### config.mk
export PLATFORM = sky130hd
export DESIGN_NAME = serial_add_ctrl
export DESIGN_NICKNAME = d
export VERILOG_FILES = /design/src/rtl/serial_add_pkg.sv /design/src/rtl/fa_cell.sv /design/src/rtl/serial_add_ctrl.sv
export SDC_FILE = /design/constraint.sdc
export NUM_CORES = 1
export LEC_CHECK = 0
export CAP_MARGIN = 40
export CORE_MARGIN = 2
export CORE_UTILIZATION = 50
export DETAILED_ROUTE_END_ITERATION = 12
export GPL_TIMING_DRIVEN = 1
export PLACE_DENSITY = 0.75
export SLEW_MARGIN = 30
export SYNTH_ARGS = -nofsm -noshare
export SYNTH_HDL_FRONTEND = slang
export SYNTH_SLANG_ARGS = --single-unit
### constraint.sdc
create_clock -name clk -period 1.5 [get_ports clk]
set_input_delay 0.225 -clock clk [delete_from_list [all_inputs] [get_ports clk]]
set_output_delay 0.225 -clock clk [all_outputs]
set_load 0.01 [all_outputs]
### src/rtl/serial_add_pkg.sv
// Shared definitions for the bit-serial adder controller.
// Provides the FSM state encoding, the default operand width and the
// helper that sizes the bit counter for a given operand width.
package serial_add_pkg;

    localparam int DEFAULT_WIDTH = 8;

    typedef enum logic [1:0] {
        IDLE = 2'd0,
        RUN  = 2'd1,
        FIN  = 2'd2
    } state_t;

    // Counter only has to reach WIDTH-1; never narrower than one bit.
    function automatic int cnt_width(input int w);
        int cw;
        cw = $clog2(w);
        if (cw < 1) begin
            cw = 1;
        end
        return cw;
    endfunction

endpackage

### src/rtl/fa_cell.sv
// Single-bit full adder, purely combinational.
// Ports: a, b, cin -> s (sum bit), cout (carry out).
// Used once by serial_add_ctrl, which owns every register around it.
module fa_cell (
    input  logic a,
    input  logic b,
    input  logic cin,
    output logic s,
    output logic cout
);

    assign s    = a ^ b ^ cin;
    assign cout = (a & b) | (cin & (a ^ b));

endmodule

### src/rtl/serial_add_ctrl.sv
// Bit-serial adder: one full-adder cell walks WIDTH-bit operands LSB first,
// one bit per clock, with the carry held in a flip-flop between bits.
// Ports: clk, rst (sync, active high), start/a/b/cin in; busy, done, sum, cout
// out; ovf out only when SERIAL_ADD_OVF_EN is defined (signed overflow flag).
// Latency: start accepted at edge k -> done high in the cycle after edge
// k+WIDTH. start is ignored while busy; it is accepted in IDLE and in FIN.
module serial_add_ctrl
    import serial_add_pkg::*;
#(
    parameter int WIDTH = DEFAULT_WIDTH
) (
    input  logic             clk,
    input  logic             rst,
    input  logic             start,
    input  logic [WIDTH-1:0] a,
    input  logic [WIDTH-1:0] b,
    input  logic             cin,
    output logic             busy,
    output logic             done,
    output logic [WIDTH-1:0] sum,
    output logic             cout
`ifdef SERIAL_ADD_OVF_EN
    ,
    output logic             ovf
`endif
);

    localparam int CW = cnt_width(WIDTH);
    localparam logic [CW-1:0] LAST_BIT = CW'(WIDTH - 1);

    state_t state_q;
    state_t state_d;

    logic [WIDTH-1:0] a_sr;
    logic [WIDTH-1:0] b_sr;
    // Holds the WIDTH-1 sum bits produced before the final bit edge; the
    // final bit is merged in directly when the result is published.
    logic [WIDTH-2:0] sum_sr;
    logic [WIDTH-1:0] sum_next;
    logic             carry_q;
    logic [CW-1:0]    cnt_q;

    logic fa_s;
    logic fa_co;
    logic load;
    logic shift;
    logic last;

    fa_cell u_fa (
        .a    (a_sr[0]),
        .b    (b_sr[0]),
        .cin  (carry_q),
        .s    (fa_s),
        .cout (fa_co)
    );

    assign sum_next = {fa_s, sum_sr};

    // Next-state and datapath control.
    always_comb begin
        state_d = state_q;
        load    = 1'b0;
        shift   = 1'b0;
        last    = 1'b0;
        case (state_q)
            IDLE: begin
                if (start) begin
                    load    = 1'b1;
                    state_d = RUN;
                end
            end
            RUN: begin
                shift = 1'b1;
                if (cnt_q == LAST_BIT) begin
                    last    = 1'b1;
                    state_d = FIN;
                end
            end
            FIN: begin
                // Accepting start here gives back-to-back operation.
                if (start) begin
                    load    = 1'b1;
                    state_d = RUN;
                end else begin
                    state_d = IDLE;
                end
            end
            default: state_d = IDLE;
        endcase
    end

    always_ff @(posedge clk) begin
        if (rst) begin
            state_q <= IDLE;
        end else begin
            state_q <= state_d;
        end
    end

    always_ff @(posedge clk) begin
        if (rst) begin
            a_sr    <= '0;
            b_sr    <= '0;
            sum_sr  <= '0;
            carry_q <= 1'b0;
            cnt_q   <= '0;
            busy    <= 1'b0;
            done    <= 1'b0;
            sum     <= '0;
            cout    <= 1'b0;
`ifdef SERIAL_ADD_OVF_EN
            ovf     <= 1'b0;
`endif
        end else if (load) begin
            a_sr    <= a;
            b_sr    <= b;
            carry_q <= cin;
            cnt_q   <= '0;
            busy    <= 1'b1;
            done    <= 1'b0;
        end else if (shift) begin
            a_sr    <= a_sr >> 1;
            b_sr    <= b_sr >> 1;
            sum_sr  <= sum_next[WIDTH-1:1];
            carry_q <= fa_co;
            if (last) begin
                // Publish result; outputs stay frozen until the next one.
                sum  <= sum_next;
                cout <= fa_co;
                busy <= 1'b0;
                done <= 1'b1;
`ifdef SERIAL_ADD_OVF_EN
                // carry_q is the carry into the MSB on this final edge.
                ovf  <= carry_q ^ fa_co;
`endif
            end else begin
                cnt_q <= cnt_q + CW'(1);
            end
        end else begin
            done <= 1'b0;
        end
    end

endmodule
==> impl_metrics.tcl, run 1 <==
set metrics [dict create \
    die_h_um 60.5 \
    synthToLayoutAreaGrowth_pct 30.1 \
    cpMaxStageDelayCell "clkdlybuf4s50_1" \
    cts_buffer_depth 2 \
    status "finished clean" \
    clk_pin_slew_worst_paths_ns 0.11 \
    post-route-period-util_pct 95.7 \
    ys_seq_area_share_pct 50.1 \
    overflow 0 \
    syn_inst 187 \
    syn_avg_cell_area_um2 8.54 \
    htreeDepth 2 \
    worstMarginPinSlew_ns 0.283 \
    io_pins 31 \
    dieArea_um2 3660 \
    rsz0062_at_grt "no" \
    synthMuxAreaShare_pct 1.88 \
    totalWireLength_mm 3.12 \
    layout-drive-gt1-share_pct 9.63 \
    max_freq_ghz 0.697 \
    insertion_delay_ns 0.34 \
    syn_area_um2 1600 \
    drc 0 \
    critPathMaxFanout 2 \
    gp_congestion 0.738 \
    dr_total_vias 1383 \
    synth_top_area_share_pct 50.1 \
    grt_pass1_vias 1318 \
    yosysTopAreaCell "dfxtp_1" \
    p_per_area_nw_per_um2 948 \
    finalNetCount 240 \
    crit_family "buffers and inverters" \
    yosysWarningCount 0 \
    final_core_util_pct 68.1 \
    core-area_um2 3050 \
    ir_worst_vdd_v 0.000561 \
    ys_seq_elements 40 \
    dieWidth_um 60.5 \
    vias_per_cell 5.28 \
    synth_simple_gate_area_share_pct 24.3 \
    crit_type "register to output pin" \
    max_stage_delay_ns 0.53 \
    synth_area_leaders "dfxtp_1, nand2_1, a21oi_1" \
    cp-start-kind "register" \
    drv_cap 0 \
    n_antenna_cell 0 \
    synth_top_family_by_area "simple AND/OR/NAND/NOR gates" \
    avgRoutedWirePerCell_um 11.9 \
    cts_root_buf "clkbuf_4" \
    finalHoldViolCount 0 \
    cts_buffers 5 \
    crit_arrival_ns 1.21 \
    synth_compound_area_share_pct 14.8 \
    slew_headroom_pct 81.1 \
    clock-sinks 40 \
    drt_iter0_markers 54 \
    min_period_ns 1.44 \
    setup_tns_ns 0 \
    ys_types 23 \
    dpl.hpwl_mm 2.14 \
    portBuffers 30 \
    grt_pass1_wl_mm 5.41 \
    ant_nets 0 \
    grtUsageTotal_pct 20.1 \
    setup_viol 0 \
    crit_chain "clkdlybuf4s50_1" \
    p_leak_nw 0.856 \
    start_util_pct 52.3 \
    grt_max_degree 41 \
    synth.net_count 210 \
    antenna_found_initial 0 \
    synth_fa_ha_area_share_pct 2.82 \
    crit_path_end_kind "output pin" \
    placementRows 20 \
    firstDrtPassIters 5 \
    crit_buf_inv 1 \
    fin_skew_ns 0.00799 \
    cts_tree "yes" \
    critPathRequiredTime_ns 1.27 \
    synth-xor-area-share_pct 0.548 \
    hold_class "input port to register" \
    slew_violations 0 \
]
[registers in the layout (all words and copies together), names as in the netlist]
| name | flops |
|---|---|
| cout | 1 |
| a_sr | 8 |
| sum_sr | 7 |
| carry_q | 1 |
| b_sr | 8 |
| state_q | 2 |
| done | 1 |
| cnt_q | 3 |
| sum | 8 |
| busy | 1 |
[final timing paths]
path | cells past startpoint | end | slack, ns | from
setup / recovery | 1 | sum[4] | 0.06 | sum[4]
hold reg to reg | 2 | sum[0] | 0.46 | sum[0]
hold / removal | 3 | a_sr[7] | 0.43 | a[7]
setup reg to reg | 5 | cnt_q[2] | 0.11 | cnt_q[0]
[metrics by stage]
step | instances | area, um^2 | hold slack, ns | power (mW) | setup WS, ns
finish | 262 | 2080 | 0.431 | 1.97 | 0.0645
global route | 262 | 2080 | 0.415 | 2.08 | 0.00562
floorplan | 187 | 1600 | 0.361 | 1.33 | 0.137
global placement | 253 | 1980 | 0.442 | 1.43 | 0.113
CTS | 261 | 2040 | 0.428 | 1.99 | 0.00194
detailed placement | 253 | 1980 | 0.448 | 1.44 | 0.0258
[final cells by class]
type / count / area [um^2]
Multi-Input combinational cell: 131 / 726
Fill cell: 259 / 973
Timing Repair Buffer: 39 / 438
Clock buffer: 8 / 58.8
Sequential cell: 40 / 802
Tap cell: 44 / 55.1
[per-layer routing]
layer  GRT usage (%)  routed length (um)  part of all wire [%]
met1            21.0                1280                    41
met2            35.4                1550                    50
met3            5.54                 226                   7.2
met4            13.0                  68                   2.2
met5               0                   0                     0
[cells in the mapped netlist]
cell      instances
nor2b_1           2
nand2b_1          2
nor3_1            7
buf_4             4
clkbuf_1          6
nor3b_4           1
a22oi_1           3
a21oi_1          21
a311oi_2          1
nor2_1           15
a311oi_1         10
nand3_1          13
ha_1              2
mux2i_1           3
buf_6             1
nand2_1          46
xnor2_1           1
o22ai_1           1
nand3b_1          1
dfxtp_1          40
nor3b_1           1
buf_2             5
fa_1              1
[power breakdown]
part	total [mW]	internal, mW	switching (mW)
Sequential	1.14	1.11	0.0301
Clock	0.554	0.231	0.322
Combinational	0.277	0.142	0.135
Total	1.97	1.48	0.487
[cell usage in the layout (no fill, tap or decap), drive strengths merged, types with 2 or more instances in the layout]
cell type,n
a21oi,21
nor3,7
dfxtp,40
mux2i,3
nor2b,2
nand2b,2
ha,2
nand3,13
nand2,46
clkdlybuf4s50,22
nor3b,2
a311oi,11
a22oi,3
dlymetal6s2s,8
nor2,15
clkbuf,8
buf,9
[cell families after synthesis]
kind of cell | after synthesis
simple gates | 88
fa+ha+maj | 3
flops | 40
mux | 3
xor+xnor | 1
buf+inv | 16
compound gates | 36
[timing repair]
item,4_1_cts,5_1_grt
buffers inserted,0,1
resized for setup,0,12
endpoints found under the setup margin,0,11
hold buffers,0,0
Note: power is estimated with default switching activity, not from simulation.
==> run 2, diff against run 1 <==
- CORE_MARGIN: 2 -> unset
==> impl_metrics.tcl, run 2 (synthesis results as in run 1) <==
set metrics [dict create \
    n_antenna_cell 0 \
    grt_max_degree 41 \
    hold_class "input port to register" \
    final_cell_mix "nand2_1, dfxtp_1, a21oi_1, clkdlybuf4s50_1, nor2_1" \
    grt_pass1_wl_mm 5.58 \
    cts_root_buf "clkbuf_4" \
    critPathMaxFanout 4 \
    hold_start "a[7]" \
    cp-start-kind "register" \
    avgRoutedWirePerCell_um 12.5 \
    ir_worst_vdd_v 0.000702 \
    crit_chain "ha_1, ha_2, nor3b_4, buf_4, xnor2_1, nor3_1" \
    final_cells 264 \
    portBuffers 30 \
    whs_ns 0.417 \
    timing.rr.end "cnt_q[0]" \
    nFillCells 270 \
    rr_startpoint "cnt_q[0]" \
    setup_slack_ns 0.0364 \
    status "finished clean" \
    crit_type "register to register" \
    cpMaxStageDelayCell "dfxtp_2" \
    ant_nets 0 \
    overflow 0 \
    vias_per_cell 5.28 \
    totalWireLength_mm 3.31 \
    final_common_cell "nand2_1" \
    fin_skew_ns 0.00893 \
    cts_buffer_depth 2 \
    min_to "a_sr[7]" \
    cts_tree "yes" \
    slew_violations 0 \
    p_per_area_nw_per_um2 957 \
    critPathRequiredTime_ns 1.75 \
    core-area_um2 3050 \
    rsz0062_at_grt "yes" \
    crit_family "adder cells" \
    die_h_um 58.5 \
    numPlacedInstances 253 \
    grt_pass1_vias 1321 \
    min_path_cells 3 \
    drt_iter0_markers 34 \
    min_period_ns 1.46 \
    finalNetCount 242 \
    post-route-period-util_pct 97.6 \
    setup_viol 0 \
    dr_total_vias 1395 \
    dpl.hpwl_mm 2.22 \
    layout-drive-gt1-share_pct 10.9 \
    rr_worst_depth 6 \
    p_leak_nw 0.908 \
    firstDrtPassIters 4 \
    place_ws_ns -0.000473 \
    cts_buffers 5 \
    drc 0 \
    gp_congestion 0.704 \
    crit_arrival_ns 1.71 \
    antenna_found_initial 0 \
    dieWidth_um 58.5 \
    ff2ff_setup_slack_ns 0.04 \
    dieArea_um2 3430 \
    insertion_delay_ns 0.35 \
    io_pins 31 \
    slew_headroom_pct 82.7 \
    final_core_util_pct 68.0 \
    clock-sinks 40 \
    max_stage_delay_ns 0.35 \
    start_util_pct 52.3 \
    placementRows 20 \
    grtUsageTotal_pct 21.8 \
    crit_path_end_kind "register" \
    worstMarginPinSlew_ns 0.259 \
    finalHoldViolCount 0 \
    drv_cap 0 \
    power.total_mw 1.99 \
    top_regs "a_sr (8), b_sr (8), sum (8)" \
    crit_buf_inv 1 \
    synthToLayoutAreaGrowth_pct 30.0 \
    max_freq_ghz 0.683 \
    htreeDepth 2 \
    clk_pin_slew_worst_paths_ns 0.11 \
]
==> run 2: per-layer routing <==
metal | GRT usage (%) | vias to the layer above | wire length (um)
met4 | 7.82 | 0 | 51
met2 | 38.9 | 35 | 1670
li1 | - | 702 | -
met5 | 0 | - | 0
met1 | 24.2 | 651 | 1440
met3 | 7.47 | 7 | 145
==> run 2: tightest hold or removal path: cells and delay by family <==
kind                   cells  cell delay (ns)
AO/OA/AOI/OAI              1             0.05
AND/OR/NAND/NOR            1             0.06
buffers and inverters      1             0.40
==> run 2: final cells by class <==
class	instances	area [um^2]	share of cell area (%)
sequential	40	802	38.6
multi-input combinational	131	713	34.3
timing repair buffer	41	445	21.4
tap	44	55.1	2.65
clock buffer	6	51.3	2.47
clock inverter	2	10.0	0.482
==> run 2: worst max-delay path by stage <==
| stage | cells past startpoint | endpoint | start |
|---|---|---|---|
| 6_report | 6 | cnt_q[0] | cnt_q[0] |
| 5_1_grt | 6 | cnt_q[0] | cnt_q[0] |
| 4_1_cts | 1 | sum[1] | sum[1] |
| 3_5_place_dp | 5 | busy | cnt_q[0] |
| 3_3_place_gp | 5 | busy | cnt_q[0] |
| 2_1_floorplan | 5 | cnt_q[1] | cnt_q[0] |
==> run 2: timing repair <==
item	CTS	global route
buffers inserted	2	1
setup endpoints to repair	2	12
hold endpoints to repair	0	0
pin swaps	1	1
hold buffers	0	0
gates resized for setup	1	11
==> run 2: through the flow <==
| stage | area [um^2] | TNS, ns |
|---|---|---|
| floorplan | 1600 | 0 |
| global placement | 1960 | 0 |
| detailed placement | 1960 | -0.000473 |
| CTS | 2040 | 0 |
| global route | 2080 | -0.0825 |
| finish | 2080 | 0 |
==> run 2: power by group <==
group	total (mW)	internal (mW)	switching (mW)	leakage, nW
logic	0.276	0.142	0.134	0.543
clock network	0.570	0.223	0.347	0.0380
registers	1.14	1.11	0.0300	0.327
total	1.99	1.48	0.512	0.908
==> run 3, diff against run 2 <==
- clock period: 1.5 -> 1.4 ns (I/O delays scaled with it)
==> impl_metrics.tcl, run 3 (synthesis results as in run 1) <==
set metrics [dict create \
    io_pins 31 \
    ff_latch_area_um2 803 \
    setup_tns_ns 0 \
    critPathRequiredTime_ns 1.64 \
    firstDrtPassIters 4 \
    portBuffers 30 \
    cts_tree "yes" \
    nFillCells 271 \
    cts_buffer_depth 2 \
    crit_type "register to register" \
    clock-sinks 40 \
    setup.worst_path.start "cnt_q[0]" \
    power.total_mw 2.13 \
    insertion_delay_ns 0.35 \
    cts_buffers 5 \
    top_regs "a_sr (8), b_sr (8), sum (8)" \
    grt_pass1_wl_mm 5.64 \
    rr_startpoint "cnt_q[0]" \
    max_freq_ghz 0.724 \
    hold_buffers 0 \
    hold_start "a[7]" \
    place_ws_ns -0.0880 \
    dpl.hpwl_mm 2.24 \
    layout-drive-gt1-share_pct 11.3 \
    n_antenna_cell 0 \
    rsz0062_at_grt "yes" \
    cts_root_buf "clkbuf_4" \
    slew_violations 0 \
    dr_total_vias 1400 \
    synthToLayoutAreaGrowth_pct 28.6 \
    dieWidth_um 58.5 \
    avgRoutedWirePerCell_um 12.4 \
    p_leak_nw 0.769 \
    cp-start-kind "register" \
    clk_pin_slew_worst_paths_ns 0.11 \
    worstMarginPinSlew_ns 0.294 \
    grt_pass1_vias 1326 \
    die_h_um 58.5 \
    slew_headroom_pct 80.4 \
    p_per_area_nw_per_um2 1030 \
    min_period_ns 1.38 \
    drc 0 \
    finalNetCount 243 \
    setup_viol 0 \
    final_cells 265 \
    setup_slack_ns 0.0185 \
    gp_congestion 0.713 \
    status "finished clean" \
    dieArea_um2 3430 \
    core-area_um2 3050 \
    finalHoldViolCount 0 \
    drv_cap 0 \
    grtUsageTotal_pct 21.8 \
    multi_input_area_um2 736 \
    vias_per_cell 5.28 \
    crit_path_end_kind "register" \
    fin_skew_ns 0.0123 \
    hold_class "input port to register" \
    critPathMaxFanout 4 \
    placementRows 20 \
    ant_nets 0 \
    antenna_found_initial 0 \
    final_core_util_pct 67.3 \
    start_util_pct 52.3 \
    crit_arrival_ns 1.63 \
    overflow 0 \
    post-route-period-util_pct 98.7 \
    ir_worst_vdd_v 0.000682 \
    drt_iter0_markers 76 \
    totalWireLength_mm 3.28 \
    htreeDepth 2 \
    final_cell_mix "nand2_1, dfxtp_1, a21oi_1, clkdlybuf4s50_1, nor2_1" \
    grt_max_degree 41 \
    numPlacedInstances 255 \
    final_common_cell "nand2_1" \
]
## run 3: worst max-delay path, cell delays in order (launching register included)
cell     delay (ns)
dfxtp_2        0.35
ha_4           0.16
ha_4           0.17
nor3b_4        0.29
mux2i_1        0.24
nor3_1         0.06
## run 3: cell type report
type,instances,area share [%]
flip-flops and latches,40,39.1
clock buffers,8,2.86
repair buffers,42,19.5
well taps,44,2.68
multi-input cells,131,35.8
## run 3: final timing paths
check                                 to  slack, ns  depth (start not counted)
worst max-delay path            cnt_q[1]       0.02                          5
worst min-delay path             a_sr[7]       0.42                          3
worst max register to register  cnt_q[1]       0.02                          5
worst min register to register    sum[5]       0.46                          2
## run 3: timing repair
| item | 4_1_cts | 5_1_grt |
|---|---|---|
| setup endpoints to repair | 14 | 3 |
| setup buffers | 1 | 1 |
| pin swaps | 1 | 1 |
| gates resized for setup | 17 | 0 |
## run 3: routing by layer
layer	up-vias	GRT usage [%]	routed length (um)
li1	703	-	-
met1	648	24.1	1420
met2	41	40.4	1670
met3	8	6.59	127
met4	0	6.12	59
met5	-	0	0
## run 3: per-stage QoR
step                hold WS [ns]  area, um^2
detailed placement         0.447        1970
finish                     0.416        2050
floorplan                  0.346        1600
CTS                        0.410        2050
global placement           0.441        1970
global route               0.417        2050
## run 3: power breakdown
part	total [mW]	leakage (nW)	internal [mW]	switching, mW
registers	1.22	0.327	1.19	0.0332
clock network	0.612	0.0326	0.248	0.364
logic	0.290	0.409	0.147	0.143
